$ cat config.mk
export PLATFORM = sky130hd
export DESIGN_NAME = rgb_level_ctrl
export DESIGN_NICKNAME = d
export VERILOG_FILES = /design/src/rtl/vga_pkg.sv /design/src/rtl/btn_debounce.sv /design/src/rtl/rgb_level_ctrl.sv
export SDC_FILE = /design/constraint.sdc
export NUM_CORES = 1
export LEC_CHECK = 0
export ABC_AREA = 1
export CAP_MARGIN = 20
export CELL_PAD_IN_SITES_DETAIL_PLACEMENT = 1
export CELL_PAD_IN_SITES_GLOBAL_PLACEMENT = 1
export CORE_ASPECT_RATIO = 1.1
export CORE_MARGIN = 5
export CORE_UTILIZATION = 49
export DETAILED_ROUTE_END_ITERATION = 16
export GPL_TIMING_DRIVEN = 0
export PLACE_DENSITY = 0.92
export REMOVE_ABC_BUFFERS = 1
export SYNTH_ARGS = -nofsm -noshare
export SYNTH_HDL_FRONTEND = slang
export SYNTH_HIERARCHICAL = 1
export SYNTH_SLANG_ARGS = --single-unit
$ cat constraint.sdc
create_clock -name clk -period 2.83 [get_ports clk]
set_clock_uncertainty 0.15 [all_clocks]
set_input_delay 0.849 -clock clk [delete_from_list [all_inputs] [get_ports clk]]
set_output_delay 0.849 -clock clk [all_outputs]
set_load 0.1 [all_outputs]
$ cat src/rtl/vga_pkg.sv
// vga_pkg: constants shared by the VGA colour-level path.
package vga_pkg;
    localparam int LEVEL_W             = 4;
    localparam int NUM_CH              = 3;
    localparam int CH_R                = 0;
    localparam int CH_G                = 1;
    localparam int CH_B                = 2;
    localparam int DEBOUNCE_CYCLES_DEF = 250000;
endpackage

$ cat src/rtl/btn_debounce.sv
// btn_debounce: synchronise, debounce and rising-edge detect one raw push-button.
module btn_debounce
    import vga_pkg::*;
#(
    parameter int DEBOUNCE_CYCLES = DEBOUNCE_CYCLES_DEF,
    parameter int SYNC_STAGES     = 2
) (
    input  logic clk,
    input  logic rst,
    input  logic btn_in,
    output logic btn_level,
    output logic btn_rise
);
    localparam int CW = $clog2(DEBOUNCE_CYCLES + 1);
    localparam logic [CW-1:0] CNT_LAST = CW'(DEBOUNCE_CYCLES - 1);

    logic [SYNC_STAGES-1:0] sync_q;
    logic [CW-1:0]          cnt_q, cnt_d;
    logic                   lvl_q, lvl_d, prev_q, rise_q;
    logic                   s;

    assign s         = sync_q[SYNC_STAGES-1];
    assign btn_level = lvl_q;
    assign btn_rise  = rise_q;

    // any sample equal to the accepted level restarts the stability count
    always_comb begin
        cnt_d = (s == lvl_q || cnt_q == CNT_LAST) ? '0 : cnt_q + 1'b1;
        lvl_d = (s != lvl_q && cnt_q == CNT_LAST) ? s : lvl_q;
    end

    always_ff @(posedge clk or negedge rst) begin
        if (!rst) begin
            sync_q <= '0;
            cnt_q  <= '0;
            lvl_q  <= 1'b0;
            prev_q <= 1'b0;
            rise_q <= 1'b0;
        end else begin
            sync_q <= {sync_q[SYNC_STAGES-2:0], btn_in};
            cnt_q  <= cnt_d;
            lvl_q  <= lvl_d;
            prev_q <= lvl_q;
            rise_q <= lvl_q & ~prev_q;
        end
    end
endmodule

$ cat src/rtl/rgb_level_ctrl.sv
// rgb_level_ctrl: button-driven RGB levels, staged in shadows and committed on frame start.
module rgb_level_ctrl #(
    parameter int DEBOUNCE_CYCLES = vga_pkg::DEBOUNCE_CYCLES_DEF,
    parameter int LEVEL_W         = vga_pkg::LEVEL_W,
    parameter int SYNC_STAGES     = 2
) (
    input  logic               clk,
    input  logic               rst,
    input  logic               but_R,
    input  logic               but_G,
    input  logic               but_B,
    input  logic               frame_start,
    output logic [LEVEL_W-1:0] level_r,
    output logic [LEVEL_W-1:0] level_g,
    output logic [LEVEL_W-1:0] level_b,
    output logic [2:0]         press
);
    import vga_pkg::*;

    logic [NUM_CH-1:0]              raw, rise, db_level_unused;
    logic [NUM_CH-1:0][LEVEL_W-1:0] shadow_q, shadow_d, level_q, level_d;

    assign raw[CH_R] = but_R;
    assign raw[CH_G] = but_G;
    assign raw[CH_B] = but_B;

    for (genvar c = 0; c < NUM_CH; c++) begin : g_ch
        btn_debounce #(
            .DEBOUNCE_CYCLES(DEBOUNCE_CYCLES),
            .SYNC_STAGES    (SYNC_STAGES)
        ) u_db (
            .clk      (clk),
            .rst      (rst),
            .btn_in   (raw[c]),
            .btn_level(db_level_unused[c]),
            .btn_rise (rise[c])
        );
    end

    // commit reads the pre-increment shadow, so a coincident press lands next frame
    always_comb begin
        for (int i = 0; i < NUM_CH; i++) begin
            shadow_d[i] = rise[i] ? shadow_q[i] + 1'b1 : shadow_q[i];
            level_d[i]  = frame_start ? shadow_q[i] : level_q[i];
        end
    end

    always_ff @(posedge clk or negedge rst) begin
        if (!rst) begin
            shadow_q <= '0;
            level_q  <= '0;
        end else begin
            shadow_q <= shadow_d;
            level_q  <= level_d;
        end
    end

    assign press   = rise;
    assign level_r = level_q[CH_R];
    assign level_g = level_q[CH_G];
    assign level_b = level_q[CH_B];
endmodule

==> results of run 1 <==
[final cells by class]
| type | instances | area share [%] |
|---|---|---|
| well taps | 117 | 2.90 |
| clock buffers | 9 | 2.46 |
| flip-flops and latches | 93 | 46.2 |
| inverters | 60 | 4.47 |
| clock inverters | 7 | 1.71 |
| multi-input cells | 393 | 38.2 |
| repair buffers | 21 | 4.10 |
[cells in the mapped netlist (all sizes together)]
cell,number,share of area (%)
a21oi,15,1.8
ha,6,1.6
buf,11,2.3
xnor2,6,1.1
nand4,24,3.3
nand2,126,11
clkinv,3,0.25
inv,57,4.7
nor3,6,0.98
o21bai,6,0.98
o21ai,12,1.3
nand3,30,3.3
nor2,132,11
dfrtp,93,51
nand3b,3,0.49
xor2,27,5.2
[power by group through the flow]
stage                     sequential, mW  clock (mW)  combinational, mW
after CTS                           1.37       0.979              0.143
after floorplan                     1.43           0             0.0370
after detailed placement            1.39           0              0.147
final                               1.37       0.959              0.139
after global placement              1.39           0              0.137
after global routing                1.37        1.04              0.154
[cells by family (layout without fill, tap and decap cells)]
family,Yosys count,in the layout,share of synthesized area [%]
adder cells (fa/ha/maj),6,6,1.64
AND/OR/NAND/NOR,321,321,30.0
buffers and inverters,71,97,7.21
AO/OA/AOI/OAI,33,33,4.10
flip-flops,93,93,50.8
XOR/XNOR,33,33,6.31
[placed cells by master (no fill, tap or decap), drive strengths merged, types with 3 or more instances in the layout]
master | netlist | routed
o21ai | 12 | 12
a21oi | 15 | 15
o21bai | 6 | 6
nand3 | 30 | 30
clkdlybuf4s50 | 0 | 4
xor2 | 27 | 27
nor3 | 6 | 6
xnor2 | 6 | 6
clkinv | 3 | 4
dlygate4sd2 | 0 | 15
nor2 | 132 | 132
clkbuf | 0 | 9
dfrtp | 93 | 93
nand2 | 126 | 126
nand4 | 24 | 24
ha | 6 | 6
inv | 57 | 61
nand3b | 3 | 3
[registers in the layout, indices dropped and copies added (netlist names)]
register             flops
g_ch.u_db/prev_q         3
g_ch.u_db/cnt_q         54
g_ch.u_db/sync_q         6
level_r                  4
shadow_q                12
g_ch.u_db/btn_level      3
level_b                  4
g_ch.u_db/btn_rise       3
level_g                  4
[through the flow]
stage | hold slack (ns) | area [sq um] | setup slack [ns] | setup TNS (ns)
CTS | 0.209 | 5040 | 0.0793 | 0
floorplan | 0.181 | 4480 | 0.867 | 0
finish | 0.207 | 5040 | 0.0972 | 0
detailed placement | 0.189 | 4850 | 0.227 | 0
global route | 0.209 | 5040 | 0.0251 | 0
global placement | 0.183 | 4820 | -2.62 | -243.17
[path summary, 6_finish.rpt]
kind,start,to,slack (ns),cells after the start
worst max register to register,g_ch[1].u_db/cnt_q[0]$_DFF_PN0_,g_ch[1].u_db/cnt_q[10]$_DFF_PN0_,1.10,8
worst min register to register,g_ch[2].u_db/sync_q[0]$_DFF_PN0_,g_ch[2].u_db/sync_q[1]$_DFF_PN0_,0.21,0
worst max-delay path,g_ch[1].u_db/btn_rise$_DFF_PN0_,press[1],0.1,1
max in group asynchronous,rst,g_ch[2].u_db/cnt_q[5]$_DFF_PN0_,1.56,2
worst min-delay path,g_ch[2].u_db/sync_q[0]$_DFF_PN0_,g_ch[2].u_db/sync_q[1]$_DFF_PN0_,0.21,0
min in group asynchronous,rst,g_ch[0].u_db/cnt_q[11]$_DFF_PN0_,0.33,1
[repair_timing]
item / 4_1_cts / 5_1_grt
endpoints found under the hold margin: 0 / 0
gates resized for setup: 15 / 0
setup endpoints to repair: 15 / 0
[metal layers]
metal	vias up	track usage (%)	routed length, um
li1	1791	-	-
met1	1864	25.5	4780
met2	51	36.3	5800
met3	17	4.70	271
met4	0	6.82	185
met5	-	0	0
==> impl_metrics.ini, run 1 <==
[layout]
diodes = 0
final-seq-area_sq_mm = 0.00233
drive_above_1_share_pct = 5.49
nets = 590
synthToLayoutAreaGrowth_pct = 9.99
fin_util_pct = 54.4
num-fill-cells = 1141
final_cells = 700
multi_input_area_sq_mm = 0.00193

[clock_network]
insertion_delay_ns = 0.37
clock-sinks = 93
cts_tree = done
hold_buffers = 0
cts_setup_buffers = 0
numCtsBuffers = 9
cts_root_buf = clkbuf_8
clk_pin_slew_ns = 0.11
cts.htree.levels = 3
cts_buffer_depth = 2

[logic_synthesis]
syn_area_sq_mm = 0.00458
synth.ff_latch_count = 93
netlist_instances = 557
synthDistinctLibCells = 22
yosys_warnings = 6
seq_area_frac_synth_pct = 50.8
syn_avg_cell_area_sq_um = 8.23

[setup_path]
cp.arrival_ns = 1.73
critPathMaxStageDelay_ns = 0.89
crit_required_ns = 1.83
cpLargestDelayFamily = buffers and inverters
crit_path_end_kind = primary output
crit_fanout = 6
crit_type = flop to primary output
crit_slowest_cell = dlygate4sd2_1
critPathLaunchType = flop
crit_chain = dlygate4sd2_1
path_buf_inv = 1

[timing]
timing.final.crit_share_pct = 96.6
grt_setup_unrepaired = false
max_freq_ghz = 0.366
fin_crit_ns = 2.73
worstMarginPinSlew_ns = 0.983
hold_viol_final = 0
setup_violations = 0
slew_headroom_pct = 34.7
maxSlewViolCount = 0

[global_routing]
grt_overflow = 0
grt_pass1_wl_mm = 19.3
antenna_found_initial = 0
grt_max_degree = 50
grt_pass1_vias = 4024
grt_usage_pct = 21.0

[detailed_routing]
drt-pass1-iter-count = 4
wl_mm = 11.0
via_per_inst = 5.32
drc = 0
drtIter0Drc = 110
post_drt_wl_per_cell_um = 15.8
ant_nets = 0
via_count = 3723

[floorplanning]
initial_core_util_pct = 49.5
die_y_um = 111
io_pins = 21
placementRows = 37
core_sq_mm = 0.00926
die_x_um = 102
fp.dieArea_sq_mm = 0.0114

[placed_design]
dp_cells = 684
dp_hpwl_mm = 7.56
gp_congestion = 0.827
io_buffers = 20

[power_and_ir_drop]
p_per_area_mw_per_mm2 = 489
power.leakage_nw = 2.21
clkPwrFrac_pct = 38.9
total_power_mw = 2.46
p_sw_share_pct = 26.6
ir_drop_mv = 0.340
p_comb_share_pct = 5.7
p_sw_uw = 655
seqPwrFrac_pct = 55.4
intPower_mw = 1.81

[worst_hold_path]
hp-class = flop to flop

[run_status]
status = finished, final reports clean

[job]
drv_cap = 0
No activity file was read; power rests on OpenSTA's default activity.
==> inputs of run 2 (changes only) <==
--- a/config.mk
+++ b/config.mk
@@ -14,8 +14,8 @@
 export CORE_UTILIZATION = 49
 export DETAILED_ROUTE_END_ITERATION = 16
 export GPL_TIMING_DRIVEN = 0
+export HOLD_SLACK_MARGIN = 0.08
 export PLACE_DENSITY = 0.92
-export REMOVE_ABC_BUFFERS = 1
 export SYNTH_ARGS = -nofsm -noshare
 export SYNTH_HDL_FRONTEND = slang
 export SYNTH_HIERARCHICAL = 1
==> run 2 against run 1 <==
  * Non-clock buffer count grew 11
  * Register-to-register slack lost 0.08 ns
  * Utilization grew 0.89 points
  * Die area is the same
  * Global-route usage grew 0.86 points
  * Combinational power grew 8%
  * Sequential share of layout area shrank 0.74 points
  * Wire length grew 4.9%
==> impl_metrics.ini, run 2 (same netlist as run 1, synthesis figures left out) <==
[timing]
worstMarginPinSlew_ns = 0.978
timing.final.crit_share_pct = 96.3
grt_setup_unrepaired = false
fin_crit_ns = 2.72
hold_slack_ns = 0.217
slew_headroom_pct = 35.0
setup_violations = 0
hold_viol_final = 0
maxSlewViolCount = 0
max_freq_ghz = 0.367

[floorplanning]
fp.dieArea_sq_mm = 0.0114
core_sq_mm = 0.00926
die_x_um = 102
io_pins = 21
initial_core_util_pct = 49.5
die_y_um = 111
placementRows = 37

[clock_network]
cts_root_buf = clkbuf_8
cts_setup_buffers = 0
clock-sinks = 93
insertion_delay_ns = 0.36
cts_buffer_depth = 2
cts_tree = done
cts.htree.levels = 3
clk_pin_slew_ns = 0.11
numCtsBuffers = 9

[placed_design]
placed_area_sq_mm = 0.00495
io_buffers = 20
gp_congestion = 0.864
dp_cells = 695
dp_hpwl_mm = 7.91

[power_and_ir_drop]
power.leakage_nw = 2.26
total_power_mw = 2.39
p_per_area_mw_per_mm2 = 467
ir_drop_mv = 0.323

[layout]
diodes = 0
multi_input_area_sq_mm = 0.00193
top_register = g_ch.u_db/cnt_q
final_cells = 711
synthToLayoutAreaGrowth_pct = 11.8
final-seq-area_sq_mm = 0.00233
drive_above_1_share_pct = 7.24
mostFrequentLayoutCell = nor2_1
final_area_sq_mm = 0.00512
nets = 601
largest_reg_flops = 54
fin_util_pct = 55.3
layout_common_cells = nor2_1 (129), nand2_1 (120), dfrtp_1 (93), inv_1 (57), nand3_1 (30)
largestRegisters = g_ch.u_db/cnt_q x54, shadow_q x12, g_ch.u_db/sync_q x6
num-fill-cells = 1142

[setup_path]
cpLargestDelayFamily = buffers and inverters
critPathMaxStageDelay_ns = 0.89
crit_slowest_cell = dlygate4sd2_1
crit_required_ns = 1.83
critPathLaunchType = flop
crit_fanout = 6
path_buf_inv = 1
cp.arrival_ns = 1.73
crit_chain = dlygate4sd2_1
crit_path_end_kind = primary output
crit_type = flop to primary output

[worst_hold_path]
hp-class = flop to flop

[detailed_routing]
wl_mm = 11.6
drtIter0Drc = 175
post_drt_wl_per_cell_um = 16.3
via_count = 3750
drc = 0
via_per_inst = 5.27
ant_nets = 0
drt-pass1-iter-count = 4

[global_routing]
grt_overflow = 0
grt_pass1_vias = 4085
grt_max_degree = 66
antenna_found_initial = 0
grt_pass1_wl_mm = 19.7
grt_usage_pct = 21.8

[logic_synthesis]
syn-num-nets = 569

[run_status]
status = finished, final reports clean

[job]
drv_cap = 0
==> run 2: worst paths after layout <==
| check | startpoint | endpoint | slack (ns) | cells after the start |
|---|---|---|---|---|
| setup reg to reg | g_ch[1].u_db/cnt_q[0]$_DFF_PN0_ | g_ch[1].u_db/cnt_q[4]$_DFF_PN0_ | 1.02 | 7 |
| max in group asynchronous | rst | g_ch[0].u_db/cnt_q[8]$_DFF_PN0_ | 1.63 | 2 |
| hold reg to reg | g_ch[1].u_db/sync_q[0]$_DFF_PN0_ | g_ch[1].u_db/sync_q[1]$_DFF_PN0_ | 0.22 | 0 |
| setup / recovery | g_ch[0].u_db/btn_rise$_DFF_PN0_ | press[0] | 0.11 | 1 |
| hold / removal | g_ch[1].u_db/sync_q[0]$_DFF_PN0_ | g_ch[1].u_db/sync_q[1]$_DFF_PN0_ | 0.22 | 0 |
| min in group asynchronous | rst | g_ch[2].u_db/cnt_q[14]$_DFF_PN0_ | 0.26 | 1 |
==> run 2: metal layers <==
layer / GRT usage [%] / share of wire [%] / up-vias
met2: 39.7 / 55 / 59
li1: - / - / 1813
met1: 25.5 / 41 / 1864
met3: 3.88 / 2.9 / 14
met4: 6.91 / 1.8 / 0
met5: 0 / 0 / -
==> run 2: power breakdown <==
part | switching, mW | leakage [nW] | total (mW) | internal (mW)
combinational | 0.111 | 0.904 | 0.150 | 0.0389
clock | 0.535 | 0.0907 | 0.877 | 0.342
sequential | 0.0177 | 1.27 | 1.37 | 1.35
total | 0.664 | 2.26 | 2.39 | 1.73
==> run 2: final cells by class <==
| cell class | count | share of cell area, % |
|---|---|---|
| plain buffers | 11 | 2.05 |
| multi-input cells | 393 | 37.6 |
| clock inverters | 7 | 1.25 |
| inverters | 60 | 4.40 |
| repair buffers | 21 | 4.03 |
| well taps | 117 | 2.86 |
| clock buffers | 9 | 2.42 |
| flip-flops and latches | 93 | 45.4 |
==> run 2: repair_timing <==
| action | in CTS | in global routing |
|---|---|---|
| hold buffers | 0 | 0 |
| endpoints found under the setup margin | 15 | 0 |
| gates resized for setup | 15 | 0 |
==> run 2: metrics by stage <==
step,setup TNS [ns],setup slack (ns)
5_1_grt,0,0.0362
4_1_cts,0,0.0784
3_5_place_dp,0,0.210
2_1_floorplan,0,0.867
6_report,0,0.106
3_3_place_gp,-246.18,-2.66
